===== src/rtl/serial_operand_sequencer_if.sv =====
// rtl/serial_operand_sequencer_if.sv - operand load, serial bit and result bundle for the operand sequencer
interface serial_operand_sequencer_if #(
    parameter int WIDTH = 4
);
    logic             load_valid;
    logic             load_ready;
    logic [WIDTH-1:0] a_in;
    logic [WIDTH-1:0] b_in;
    logic             ser_a;
    logic             ser_b;
    logic             ser_valid;
    logic             ser_first;
    logic             sum_bit;
    logic [WIDTH-1:0] result;
    logic             result_valid;

    // Sequencer side
    modport slave (
        input  load_valid,
        input  a_in,
        input  b_in,
        input  sum_bit,
        output load_ready,
        output ser_a,
        output ser_b,
        output ser_valid,
        output ser_first,
        output result,
        output result_valid
    );

    // Operand source plus serial adder side
    modport master (
        output load_valid,
        output a_in,
        output b_in,
        output sum_bit,
        input  load_ready,
        input  ser_a,
        input  ser_b,
        input  ser_valid,
        input  ser_first,
        input  result,
        input  result_valid
    );
endinterface


===== src/rtl/serial_operand_sequencer.sv =====
// rtl/serial_operand_sequencer.sv - parallel-to-serial operand feeder and serial-to-parallel sum collector
module serial_operand_sequencer #(
    parameter int WIDTH = 4
) (
    input  logic                        clk,
    input  logic                        reset_n,
    serial_operand_sequencer_if.slave   bus
);
    localparam int CNT_W = $clog2(WIDTH);
    localparam logic [CNT_W-1:0] LAST_BIT = CNT_W'(WIDTH - 1);

    typedef enum logic [1:0] {
        IDLE  = 2'd0,
        SHIFT = 2'd1,
        DONE  = 2'd2
    } state_t;

    state_t           state_q;
    logic [WIDTH-1:0] a_sh_q;
    logic [WIDTH-1:0] b_sh_q;
    logic [WIDTH-1:0] res_sh_q;
    logic [WIDTH-1:0] res_sh_d;
    logic [CNT_W-1:0] count_q;
    logic [WIDTH-1:0] result_q;
    logic             result_valid_q;
    logic             load_ready_q;
    logic             ser_valid_q;
    logic             ser_first_q;
    logic             ser_a_q;
    logic             ser_b_q;

    // Sum bit enters at the MSB so that after WIDTH shifts bit 0 sits at the LSB
    always_comb begin
        res_sh_d = (res_sh_q >> 1) | {bus.sum_bit, {(WIDTH-1){1'b0}}};
    end

    // Sequencer FSM; every output is a register computed for the state being entered
    always_ff @(posedge clk or negedge reset_n) begin
        if (!reset_n) begin
            state_q        <= IDLE;
            a_sh_q         <= '0;
            b_sh_q         <= '0;
            res_sh_q       <= '0;
            count_q        <= '0;
            result_q       <= '0;
            result_valid_q <= 1'b0;
            load_ready_q   <= 1'b1;
            ser_valid_q    <= 1'b0;
            ser_first_q    <= 1'b0;
            ser_a_q        <= 1'b0;
            ser_b_q        <= 1'b0;
        end else begin
            case (state_q)
                IDLE: begin
                    if (bus.load_valid) begin
                        a_sh_q       <= bus.a_in;
                        b_sh_q       <= bus.b_in;
                        count_q      <= '0;
                        state_q      <= SHIFT;
                        load_ready_q <= 1'b0;
                        ser_valid_q  <= 1'b1;
                        ser_first_q  <= 1'b1;
                        ser_a_q      <= bus.a_in[0];
                        ser_b_q      <= bus.b_in[0];
                    end
                end
                SHIFT: begin
                    a_sh_q      <= a_sh_q >> 1;
                    b_sh_q      <= b_sh_q >> 1;
                    res_sh_q    <= res_sh_d;
                    ser_first_q <= 1'b0;
                    if (count_q == LAST_BIT) begin
                        // The final sum bit completes res_sh on this edge; publishing it now
                        // lets result already hold the new sum while result_valid is high in DONE.
                        count_q        <= '0;
                        state_q        <= DONE;
                        result_q       <= res_sh_d;
                        result_valid_q <= 1'b1;
                        ser_valid_q    <= 1'b0;
                        ser_a_q        <= 1'b0;
                        ser_b_q        <= 1'b0;
                    end else begin
                        count_q <= count_q + CNT_W'(1);
                        ser_a_q <= a_sh_q[1];
                        ser_b_q <= b_sh_q[1];
                    end
                end
                DONE: begin
                    result_valid_q <= 1'b0;
                    load_ready_q   <= 1'b1;
                    state_q        <= IDLE;
                end
                default: begin
                    state_q        <= IDLE;
                    count_q        <= '0;
                    result_valid_q <= 1'b0;
                    load_ready_q   <= 1'b1;
                    ser_valid_q    <= 1'b0;
                    ser_first_q    <= 1'b0;
                    ser_a_q        <= 1'b0;
                    ser_b_q        <= 1'b0;
                end
            endcase
        end
    end

    assign bus.load_ready   = load_ready_q;
    assign bus.ser_a        = ser_a_q;
    assign bus.ser_b        = ser_b_q;
    assign bus.ser_valid    = ser_valid_q;
    assign bus.ser_first    = ser_first_q;
    assign bus.result       = result_q;
    assign bus.result_valid = result_valid_q;
endmodule

===== src/flat_wrapper.sv =====
// flat-port wrapper written by rule: the top's interface ports become plain ports
module serial_operand_sequencer_flat 
#(
    parameter int WIDTH = 4
)
  (clk, reset_n, bus_load_valid, bus_a_in, bus_b_in, bus_sum_bit, bus_load_ready, bus_ser_a, bus_ser_b, bus_ser_valid, bus_ser_first, bus_result, bus_result_valid);
  serial_operand_sequencer_if #(.WIDTH(WIDTH)) bus_i ();
  input  logic clk;
  input  logic reset_n;
  input wire logic [$bits(bus_i.load_valid)-1:0] bus_load_valid;
  input wire logic [$bits(bus_i.a_in)-1:0] bus_a_in;
  input wire logic [$bits(bus_i.b_in)-1:0] bus_b_in;
  input wire logic [$bits(bus_i.sum_bit)-1:0] bus_sum_bit;
  output wire logic [$bits(bus_i.load_ready)-1:0] bus_load_ready;
  output wire logic [$bits(bus_i.ser_a)-1:0] bus_ser_a;
  output wire logic [$bits(bus_i.ser_b)-1:0] bus_ser_b;
  output wire logic [$bits(bus_i.ser_valid)-1:0] bus_ser_valid;
  output wire logic [$bits(bus_i.ser_first)-1:0] bus_ser_first;
  output wire logic [$bits(bus_i.result)-1:0] bus_result;
  output wire logic [$bits(bus_i.result_valid)-1:0] bus_result_valid;
  assign bus_i.load_valid = bus_load_valid;
  assign bus_i.a_in = bus_a_in;
  assign bus_i.b_in = bus_b_in;
  assign bus_i.sum_bit = bus_sum_bit;
  assign bus_load_ready = bus_i.load_ready;
  assign bus_ser_a = bus_i.ser_a;
  assign bus_ser_b = bus_i.ser_b;
  assign bus_ser_valid = bus_i.ser_valid;
  assign bus_ser_first = bus_i.ser_first;
  assign bus_result = bus_i.result;
  assign bus_result_valid = bus_i.result_valid;
  serial_operand_sequencer #(.WIDTH(WIDTH)) u_core (.clk(clk), .reset_n(reset_n), .bus(bus_i));
endmodule

===== config.mk =====
export PLATFORM = sky130hd
export DESIGN_NAME = serial_operand_sequencer_flat
export DESIGN_NICKNAME = d
export VERILOG_FILES = /design/src/rtl/serial_operand_sequencer_if.sv /design/src/rtl/serial_operand_sequencer.sv /design/src/flat_wrapper.sv
export SDC_FILE = /design/constraint.sdc
export NUM_CORES = 1
export LEC_CHECK = 0
export ABC_CLOCK_PERIOD_IN_PS = 1700
export CAP_MARGIN = 10
export CORE_UTILIZATION = 52
export DETAILED_ROUTE_END_ITERATION = 12
export HOLD_SLACK_MARGIN = 0.02
export PLACE_DENSITY = 0.85
export SYNTH_ARGS = -nofsm -noshare
export SYNTH_HDL_FRONTEND = slang
export SYNTH_SLANG_ARGS = --single-unit
export TNS_END_PERCENT = 100

===== constraint.sdc =====
create_clock -name clk -period 1.7 [get_ports clk]
set_input_delay 0.34 -clock clk [delete_from_list [all_inputs] [get_ports clk]]
set_output_delay 0.34 -clock clk [all_outputs]
set_load 0.01 [all_outputs]

After elaboration in Yosys (flattened, before gate mapping)
Cells that the tools add are included.
- reductions and logical operators: 9
- bitwise gates (word level): 4
- add/subtract/negate cells: 1
- equal/unequal tests: 5
- muxes and demuxes: 24
- operators with widths (cell ; count):
    one-hot mux 4 bit (2 select lines) ; 2
    AND reduction 2 bit ; 6
    one-hot mux 1 bit (3 select lines) ; 3
    2-to-1 mux 1 bit ; 8
    2-to-1 mux 2 bit ; 4
    2-to-1 mux 4 bit ; 2
    one-hot mux 1 bit (2 select lines) ; 3
    one-hot mux 2 bit (3 select lines) ; 1
    equality test 2 bit (second input constant) ; 2
    OR 3 x 4 -> 4 bit ; 1
    one-hot mux 2 bit (2 select lines) ; 1
    NOT 1 bit ; 3
    AND reduction 3 bit ; 1
    adder 2 x 1 -> 2 bit (second input constant) ; 1
    equality test 2 x 1 -> 1 bit (second input constant) ; 1
    logical NOT 2 bit ; 1
    inequality test 2 x 1 -> 1 bit (second input constant) ; 1
    inequality test 2 bit (second input constant) ; 1
    nonzero test 2 bit ; 1
- register bits after elaboration: 26
- output and inout bits: 10
- input port bits: 12
- word-level logic and storage cells: 55

Longest topological paths before layout
- word-level depth: 3
- mapped depth: 5
- gate-level depth less buffers: 4

Worst setup path before layout
No wires, ideal clock.
- kind: reg-to-reg
- start: register u_core.state_q[1]
- end: register u_core.result_q[0] (netlist: u_core.bus.result[0])
- setup slack: 0.538 ns
- stages on the path, launching flop included: 5
- required time: 1.575 ns
- buffers on the path: 1
- arrival time: 1.036 ns
- setup time: 0.125 ns
- period minus slack after synthesis: 1.162 ns
- path through: dfrtp_1 buf_6 nor2b_4 nand2_4 mux2_4
- cells in the longest elaborated chain, start to end: 2
- RTL lines (item ; RTL line ; text):
    from (decl) ; serial_operand_sequencer.sv:18 ; state_t state_q;
    from (signal assigned) ; serial_operand_sequencer.sv:40 ; state_q <= IDLE;
    from (signal assigned) ; serial_operand_sequencer.sv:59 ; state_q <= SHIFT;
    from (signal assigned) ; serial_operand_sequencer.sv:76 ; state_q <= DONE;
    equality test 2 x 1 -> 1 bit ; serial_operand_sequencer.sv:53 ; case (state_q)
    AND reduction 2 bit (no source line) ; -- ;
    to (signal assigned) ; serial_operand_sequencer.sv:77 ; result_q <= res_sh_d;
    to (decl) ; serial_operand_sequencer.sv:24 ; logic [WIDTH-1:0] result_q;
No other way between the ends.
A chain may end at the register's enable or synchronous reset.

Worst setup path after layout
- start: register u_core.ser_valid_q (netlist: u_core.bus.ser_valid)
- end: output port bus_ser_valid
- RTL lines (item ; RTL line ; text):
    from (decl) ; serial_operand_sequencer.sv:27 ; logic ser_valid_q;
    from (signal assigned) ; serial_operand_sequencer.sv:48 ; ser_valid_q <= 1'b0;
    from (signal assigned) ; serial_operand_sequencer.sv:61 ; ser_valid_q <= 1'b1;
    from (signal assigned) ; serial_operand_sequencer.sv:79 ; ser_valid_q <= 1'b0;
    to (decl) ; flat_wrapper.sv:17 ; output wire logic [$bits(bus_i.ser_valid)-1:0] bus_ser_valid;
No word-level cell between the ends.

==> results.cfg <==
[worst_setup_path]
cp.buffers_inverters = 1
path_class = flop to primary output
worst_r2r_path_depth = 3
crit_arrival_ps = 1230
cp_top_family = buffers and inverters
crit_chain = clkdlybuf4s50_1
cp-start-kind = flop
crit_fanout = 3
cp_slowest_cell = clkdlybuf4s50_1
critical_path_required_ps = 1360
max_stage_delay_ps = 540
cp.depth = 1
cp-end-kind = primary output

[clocking]
cts_made_buffers = 3
cts_tree = done
cts_root_buf = clkbuf_4
post_cts_resized = 1
cts-hold-fix-buffers = 0
h-tree-depth = 1
clock_sinks = 23
clock_latency_ps = 300
cts_buffer_depth = 2
cts.clk_slew.worst_paths_ps = 120
post_cts_buffers = 0

[placement]
gp_congestion = 0.769
port_buffers = 21
hpwl_um = 1380

[sta]
tightest_slew_ps = 350
setup_tns_ps = 0
rsz0062_at_grt = false
setup_viol = 0
max_clock_freq_mhz = 638
min_period_ps = 1570
hold_viol_final = 0
finalCritPeriodShare_pct = 92.2
skew_ps = 0.671
slew_violations = 0
max-slew-margin-rel_pct = 76.7

[grt]
track_usage_pct = 19.2
grt_pass1_wl_um = 2880
antenna_found_initial = 0
grt_pass1_vias = 702
overflow = 0
grt_max_degree = 24

[floorplanning]
die_h_um = 46.3
row_count = 15
ios = 22
start_util_pct = 57.1
die_area_um2 = 2140
core_area_um2 = 1780
chipWidth_um = 46.3

[routing]
drcViolationCount = 0
ant_nets = 0
vias = 768
dr.pass1.iters = 5
drt_iter0_drc = 15
vias_per_cell = 5.49
routed_wirelength_um = 1850
drt-wirelength-per-cell_um = 13.2

[min_path]
hold_path.class = primary input to async pin

[synthesis]
netlist_instances = 92
yosysWarnings = 0
yosysSeqAreaShare_pct = 56.6
yosysUniqueCellTypes = 23
syn_area_per_cell_um2 = 11.1
synth-seq-cells = 23
syn_area_um2 = 1020
synth_fp_nets = 106

[final_layout]
multi_input_area_um2 = 400
final_nets = 130
nFillCells = 143
antennaDiodeCount = 0
final_core_util_pct = 71.5
drive_gt1_share_pct = 12.2
area_growth_pct = 25.2
seq_area_um2 = 577

[run]
cap_violations = 0

[power]
cellPowerDensity_nw_per_um2 = 1740
ir_drop_uv = 942
total_leakage_power_uw = 0.000600
fin_total_pwr_uw = 2220

[status]
status = completed
[Yosys cell counts]
cell type | n | area share, %
nor2b_4 | 1 | 1.4
a21oi_1 | 7 | 3.4
o2bb2ai_1 | 2 | 1.7
and2_1 | 1 | 0.61
buf_6 | 1 | 1.1
nor2b_1 | 1 | 0.61
buf_2 | 2 | 0.98
mux2i_1 | 2 | 2.0
o21ai_0 | 4 | 2.0
inv_1 | 2 | 0.74
ha_1 | 2 | 2.5
mux2_4 | 4 | 5.9
nand2_1 | 15 | 5.5
buf_4 | 1 | 0.74
nand2_4 | 1 | 1.1
nand2b_1 | 4 | 2.5
o22ai_1 | 8 | 4.9
and2b_1 | 1 | 0.74
dfstp_2 | 1 | 2.6
clkbuf_2 | 1 | 0.49
nor2_1 | 7 | 2.6
a32o_1 | 2 | 2.0
dfrtp_1 | 22 | 54
[worst reg2reg max path: cells and delay by family, from the launching register on]
kind | cells | cell delay, ps
DFF | 1 | 560
and+or+nand+nor | 1 | 370
muxes | 1 | 230
AOI/OAI and AO/OA | 1 | 90
[power by group]
group | total (µW) | internal (µW) | switching [µW]
combinational | 999 | 538 | 461
clock | 240 | 87.5 | 152
sequential | 983 | 806 | 177
[path summary, 6_finish.rpt]
path                                                   start                           endpoint  slack, ps
max reg2reg                    u_core.state_q[1]$_DFFE_PN0P_       u_core.bus.ser_b$_DFFE_PN0P_        340
min                                                  reset_n   u_core.bus.result[2]$_DFFE_PN0P_        380
min reg2reg                u_core.bus.load_ready$_DFFE_PN1P_  u_core.bus.load_ready$_DFFE_PN1P_        480
min in group clk           u_core.bus.load_ready$_DFFE_PN1P_  u_core.bus.load_ready$_DFFE_PN1P_        480
max in group asynchronous                            reset_n  u_core.bus.load_ready$_DFFE_PN1P_       1040
max                         u_core.bus.ser_valid$_DFFE_PN0P_                      bus_ser_valid        130
[area by class of cell]
type	count	area share, %
inverter	2	0.589
timing repair buffer	24	18.2
multi-input combinational	62	31.4
clock buffer	3	1.77
tap	25	2.45
clock inverter	1	0.393
sequential	23	45.2
[kinds of logic (layout without fill, tap and decap cells)]
group                      after synthesis  after routing  synth area share (%)
adders and majority gates                2              2                  2.46
and+or+nand+nor                         31             31                  15.0
muxes                                    6              6                  7.86
AOI/OAI and AO/OA                       23             23                  14.0
DFF                                     23             23                  56.6
buffers and inverters                    7             30                  4.05
[registers in the layout (all words and copies together) (netlist names)]
name / count
u_core.bus.ser_a: 1
u_core.bus.load_ready: 1
u_core.bus.ser_valid: 1
u_core.count_q: 2
u_core.bus.result_valid: 1
u_core.b_sh_q: 3
u_core.a_sh_q: 3
u_core.bus.ser_first: 1
u_core.bus.ser_b: 1
u_core.bus.result: 4
u_core.state_q: 2
u_core.res_sh_q: 3
[routing by layer]
layer	part of all wire, %	global-route usage (%)
met1	43	21.8
met2	50	34.9
met3	5.1	3.92
met4	2.1	7.06
met5	0	0
[placed cells by master, fill, tap and decap left out]
cell	instances
a32o_1	2
nor2b_4	1
nand2_1	15
clkbuf_4	3
nand2b_1	4
o22ai_1	8
ha_1	2
and2b_1	1
dfstp_2	1
dlygate4sd2_1	1
clkinv_2	1
and2_1	1
o21ai_0	4
o2bb2ai_1	2
clkdlybuf4s50_1	20
nor2_1	7
nor2b_1	1
mux2i_1	2
a21oi_1	7
dfrtp_1	22
nand2_4	1
mux2_4	4
buf_4	3
inv_1	2
[metrics by stage]
| step | cell area [µm²] | hold WS [ps] | setup WS (ps) | std cells |
|---|---|---|---|---|
| 6_report | 1270 | 382 | 133 | 140 |
| 2_1_floorplan | 1020 | 44.4 | 538 | 92 |
| 3_5_place_dp | 1250 | 465 | 202 | 136 |
| 3_3_place_gp | 1250 | 454 | 254 | 136 |
| 4_1_cts | 1270 | 386 | 126 | 140 |
| 5_1_grt | 1270 | 393 | 71.4 | 140 |
(Power assumes the default switching activity.)
